--- config.mk ---
export PLATFORM = sky130hd
export DESIGN_NAME = clock_timer_interrupt
export DESIGN_NICKNAME = d
export VERILOG_FILES = /design/src/rtl/clock_timer_interrupt_pkg.sv /design/src/rtl/fall_detect.sv /design/src/rtl/clock_timer_interrupt.sv
export SDC_FILE = /design/constraint.sdc
export NUM_CORES = 1
export LEC_CHECK = 0
export ABC_AREA = 1
export CAP_MARGIN = 20
export CORE_MARGIN = 2
export CORE_UTILIZATION = 42
export CTS_CLUSTER_SIZE = 28
export DETAILED_ROUTE_END_ITERATION = 10
export PLACE_DENSITY = 0.88
export SETUP_SLACK_MARGIN = 0.15
export SYNTH_ARGS = -nofsm -noshare
export SYNTH_HDL_FRONTEND = slang
export SYNTH_HIERARCHICAL = 1
export SYNTH_SLANG_ARGS = --single-unit
--- constraint.sdc ---
create_clock -name clk -period 0.8 [get_ports clk]
set_input_delay 0.08 -clock clk [delete_from_list [all_inputs] [get_ports clk]]
set_output_delay 0.08 -clock clk [all_outputs]
set_load 0.01 [all_outputs]
--- src/rtl/clock_timer_interrupt_pkg.sv ---
// Clock-timer interrupt factor definitions.
// The timer, stopwatch consumer and CPU I/O decoder share these.
package clock_timer_interrupt_pkg;

   localparam int IT32_BIT    = 0;
   localparam int IT8_BIT     = 1;
   localparam int IT2_BIT     = 2;
   localparam int IT1_BIT     = 3;
   localparam int NUM_SOURCES = 4;

   typedef logic [NUM_SOURCES-1:0] clock_factor_t;

   // Gathers the divider taps into factor bit order.
   function automatic clock_factor_t pack_sources(input logic t32, input logic t8,
                                                  input logic t2, input logic t1);
      clock_factor_t v;
      v           = '0;
      v[IT32_BIT] = t32;
      v[IT8_BIT]  = t8;
      v[IT2_BIT]  = t2;
      v[IT1_BIT]  = t1;
      return v;
   endfunction

endpackage

--- src/rtl/fall_detect.sv ---
// Single-source 1->0 detector; fall is combinational from the registered previous value.
// No backpressure; suppress masks falls in its own cycle and the cycle after it.
module fall_detect (
   input  logic clk,
   input  logic reset_n,
   input  logic in,
   input  logic suppress,
   output logic fall
);

   logic prev;
   logic suppress_d;

   // prev follows the input every cycle, so it already holds the post-reset
   // value of the timer once suppression ends.
   always_ff @(posedge clk or negedge reset_n) begin
      if (!reset_n) begin
         prev       <= 1'b0;
         suppress_d <= 1'b0;
      end else begin
         prev       <= in;
         suppress_d <= suppress;
      end
   end

   assign fall = prev & ~in & ~(suppress | suppress_d);

endmodule

--- src/rtl/clock_timer_interrupt.sv ---
// Latches 32/8/2/1 Hz divider falls into sticky factor flags; irq = |(factor & mask), flags visible one cycle after the fall.
// No backpressure; a fall always sets its flag even when a clear lands in the same cycle.
module clock_timer_interrupt
   import clock_timer_interrupt_pkg::*;
#(
   parameter logic [3:0] RESET_MASK    = 4'b0000,
   parameter bit         CLEAR_ON_READ = 1'b1
) (
   input  logic       clk,
   input  logic       reset_n,
   input  logic       timer_32hz,
   input  logic       timer_8hz,
   input  logic       timer_2hz,
   input  logic       timer_1hz,
   input  logic       reset_clock_timer,
   input  logic       read_factor,
   input  logic       clear_factor,
   input  logic       write_mask,
   input  logic [3:0] mask_wdata,
   output logic [3:0] factor,
   output logic [3:0] mask,
   output logic       irq
);

   clock_factor_t sources;
   clock_factor_t falls;
   clock_factor_t factor_q;
   clock_factor_t factor_next;
   clock_factor_t mask_q;
   logic          clear_all;

   assign sources = pack_sources(timer_32hz, timer_8hz, timer_2hz, timer_1hz);

   for (genvar i = 0; i < NUM_SOURCES; i++) begin : g_src
      fall_detect u_fall_detect (
         .clk      (clk),
         .reset_n  (reset_n),
         .in       (sources[i]),
         .suppress (reset_clock_timer),
         .fall     (falls[i])
      );
   end

   // The CPU samples factor during the read cycle, so clearing at the end of
   // that cycle loses nothing; OR-ing falls after the clear keeps new events.
   always_comb begin
      clear_all   = clear_factor | (CLEAR_ON_READ & read_factor);
      factor_next = (clear_all ? '0 : factor_q) | falls;
   end

   always_ff @(posedge clk or negedge reset_n) begin
      if (!reset_n) begin
         factor_q <= '0;
         mask_q   <= RESET_MASK;
      end else begin
         factor_q <= factor_next;
         if (write_mask) begin
            mask_q <= mask_wdata;
         end
      end
   end

   assign factor = factor_q;
   assign mask   = mask_q;
   assign irq    = |(factor_q & mask_q);

endmodule

After elaboration in Yosys (flattened, before gate mapping)
Cells that the tools add are included.
W data, S select, Z words.
- register bits after elaboration: 13
- bits of input ports: 14
- output and inout port bits: 9
- word-level logic and storage cells: 26
- muxes and demuxes: 1
- bitwise operators: 17
- reductions and logical operators: 1
- operators with widths (operator ; number):
    $and A1 B1 Y1 ; 8
    $not A1 Y1 ; 5
    $and A4 B4 Y4 ; 1
    $mux W4 ; 1
    $or A4 B4 Y4 ; 1
    $reduce_or A4 Y1 ; 1
    $or A1 B1 Y1 ; 2

Depth between registers and ports, before layout
- depth after elaboration: 4
- mapped depth: 5
- mapped depth without buffers: 5

By module
The synthesis kept the hierarchy.
- by module, submodules not included (module ; instances ; cells each ; area an instance (µm²) ; seq. area each (µm²)):
    clock_timer_interrupt ; 1 ; 42 ; 335.3 ; 200.2
    fall_detect ; 4 ; 8 ; 72.6 ; 50.0

Worst setup path before layout
Ideal clock, no wire load.
- path kind: register to output
- from: register mask_q[0], in the netlist mask[0]
- to: output irq
- arrival: 0.638 ns
- data required time: 0.720 ns
- slack: 0.082 ns
- cell stages (with the launch flop): 5
- buffers on the path: 0
- cells stage by stage: dfrtp_1 -> nand2_1 -> nand2_1 -> inv_1 -> nand2_1
- cells in the longest elaborated chain, start to end: 2
- RTL lines (item ; RTL line ; text):
    from (decl) ; clock_timer_interrupt.sv:29 ; clock_factor_t mask_q;
    from (signal assigned) ; clock_timer_interrupt.sv:58 ; mask_q <= mask_wdata;
    $and A4 B4 Y4 ; clock_timer_interrupt.sv:65 ; assign irq = |(factor_q & mask_q);
    $reduce_or A4 Y1 ; clock_timer_interrupt.sv:65 ;
    to (decl) ; clock_timer_interrupt.sv:22 ; output logic irq
Every way passes these cells.

Worst setup path in the final report
- from: register mask_q[1], in the netlist mask[1]
- to: output irq
The elaborated chain is that of the path after synthesis.

==> results.sh <==
export IMPL_status="finished with violations"
export IMPL_failed_checks="negative setup slack"
export IMPL_initial_utilization_pct=46.3
export IMPL_die_h_um=42.6
export IMPL_num_nets_final=125
export IMPL_rows=13
export IMPL_clock_path_buffers=2
export IMPL_synth_most_common_cell="nand2_1"
export IMPL_design_area_mm2=0.00101
export IMPL_period_minus_slack_ps=1070
export IMPL_hold_worst_slack_ps=128
export IMPL_path_class="flop to output port"
export IMPL_seq_power_share_pct=51.7
export IMPL_synth_edf_count=0
export IMPL_yosysTopAreaCell="dfrtp_1"
export IMPL_numClockSinks=16
export IMPL_dp_hpwl_um=911
export IMPL_cap_violations=0
export IMPL_core_area_mm2=0.00135
export IMPL_diodes=0
export IMPL_synth_top_area_share_pct=64.0
export IMPL_power_internal_w=0.00131
export IMPL_grt_ovfl_total=0
export IMPL_cts_tree="built"
export IMPL_hold_violations=0
export IMPL_postCtsSetupBuffers=0
export IMPL_synth_seq_cells=16
export IMPL_vias_per_cell=4.14
export IMPL_cts_made_buffers=3
export IMPL_max_freq_mhz=934
export IMPL_relSlewSlack_pct=81.5
export IMPL_mappedNetlistArea_um2=626
export IMPL_top_layer="met4"
export IMPL_wl_met3_um=89
export IMPL_synth_flop_cell="dfrtp_1"
export IMPL_power_w=0.00169
export IMPL_dpl_worst_slack_ps=-334
export IMPL_power_density_mw_per_mm2=1670
export IMPL_ant_nets=0
export IMPL_path_max_fanout=2
export IMPL_routed_wl_mm=1.21
export IMPL_root_buffer="clkbuf_4"
export IMPL_grt_pass1_vias=477
export IMPL_htree_levels=1
export IMPL_tightest_slew_ps=276
export IMPL_drc=0
export IMPL_vdd_ir_drop_max_mv=1.16
export IMPL_drt_pre_antenna_iters=4
export IMPL_hp_class="primary input to async pin"
export IMPL_synth_area_leaders="dfrtp_1, nand2_1, inv_1"
export IMPL_finalCritPeriodShare_pct=134
export IMPL_track_usage_pct=15.0
export IMPL_synth_seq_area_share_pct=64.0
export IMPL_clkLatencyLatePin_ps=280
export IMPL_holdBufCountCts=0
export IMPL_cp_required_ps=720
export IMPL_placed_area_um2=955
export IMPL_wl_per_cell_um=9.70
export IMPL_avgSynthCellArea_um2=8.45
export IMPL_pwr_share_clk_pct=30.2
export IMPL_syn_num_nets=88
export IMPL_vias=518
export IMPL_p_leak_nw=0.559
export IMPL_cp_arrival_ps=990
export IMPL_p_switching_w=0.000375
export IMPL_dieArea_mm2=0.00181
export IMPL_grt_start_max_net_pins=17
export IMPL_fill_cells=105
export IMPL_end_kind="output port"
export IMPL_combPwrFrac_pct=18.1
export IMPL_yosysWarnings=6
export IMPL_die_w_um=42.6
export IMPL_critPathLaunchType="flop"
export IMPL_synthTopCellsByCount="nand2_1, inv_1, dfrtp_1"
export IMPL_drive_gt1_share_pct=25.5
export IMPL_skew_ps=1.96
export IMPL_met1_length_um=516
export IMPL_antenna_found_initial=0
export IMPL_grt_setup_unrepaired="yes"
export IMPL_dr_wl_met2_um=576
export IMPL_ios=23
export IMPL_setup_viol=9
export IMPL_drt_iter0_drc=3
export IMPL_area_growth_pct=61.2
export IMPL_async_reset_ff_share_pct=100
export IMPL_portBuffers=22
export IMPL_switching_share_pct=22.2
export IMPL_ys_types=6
export IMPL_place_gp_congestion=0.750
export IMPL_worst_setup_hold_path_clk_slew_ps=80
export IMPL_synth_cells=74
export IMPL_grt_pass1_wl_mm=1.95
export IMPL_layout_setup_ws_ps=-271
export IMPL_slew_violations=0
==> metal layers <==
layer	GRT usage, %	up-vias
li1	-	281
met1	17.1	207
met2	25.5	27
met3	3.02	3
met4	9.38	0
met5	0	-
==> layout by cell type (no fill, tap or decap) <==
cell type and n:
nand2_1 25, inv_1 21, dfrtp_1 16, clkdlybuf4s50_1 13
buf_6 9, buf_4 9, nor2_1 4, clkbuf_4 3
nand2_2 2, o21ai_1 2, nor2_2 1, o21ai_0 1
inv_2 1, o21ai_2 1, clkbuf_8 1, buf_12 1
==> sequential cells by signal, summed over array words and instances, names as in the netlist <==
register                        count
factor                              4
g_src.u_fall_detect/prev            4
mask                                4
g_src.u_fall_detect/suppress_d      4
==> area by class of cell <==
cell class              instances  area, µm²  area share, %
multi-input cells              36        151           15.0
clock buffers                   4       36.3           3.60
well taps                      15       18.8           1.86
flip-flops and latches         16        400           39.7
repair buffers                 32        319           31.6
inverters                      22       82.6           8.19
==> cell families (layout without fill, tap and decap cells) <==
group	count (synthesis)	in the layout	share of synthesized area, %
buffers and inverters	22	58	13.2
AND/OR/NAND/NOR	32	32	19.6
flip-flops	16	16	64.0
AO/OA/AOI/OAI	4	4	3.20
==> power by group through the flow <==
stage	combinational, W	clock [W]	sequential (W)
final	0.000306	0.000509	0.000872
after global routing	0.000336	0.000593	0.000878
after CTS	0.000302	0.000530	0.000872
after detailed placement	0.000286	0	0.000889
after global placement	0.000279	0	0.000885
after floorplan	0.0000553	0	0.000905
==> final timing paths <==
| path | cells after the start | slack [ps] | to | start |
|---|---|---|---|---|
| min | 2 | 130 | mask[1] | reset_n |
| max | 5 | -270 | irq | mask[1] |
| max in group asynchronous | 2 | 560 | g_src[3].u_fall_detect/prev | reset_n |
| min reg2reg | 5 | 540 | factor[0] | g_src[0].u_fall_detect/suppress_d |
| max reg2reg | 3 | 20 | mask[0] | mask[0] |
| min in group clk | 1 | 250 | g_src[0].u_fall_detect/prev | timer_32hz |
==> critical path: stages (launching register included) <==
cell and delay [ps]:
dfrtp_1 390, nand2_1 60, nand2_1 50, inv_1 50, nand2_2 50, buf_6 110
==> through the flow <==
step | instances | utilization [%] | setup TNS [ps]
final | 125 | 74.7 | -1830
after global routing | 125 | 74.7 | -2340
after CTS | 125 | 74.2 | -1940
after detailed placement | 121 | 70.7 | -3750
after global placement | 121 | 70.7 | -3670
after floorplan | 74 | - | 0
==> timing repair <==
action / in CTS / in global routing
setup endpoints to repair: 17 / 17
resized for setup: 48 / 3
pin swaps: 4 / 2
No activity file was read; power rests on OpenSTA's default activity.
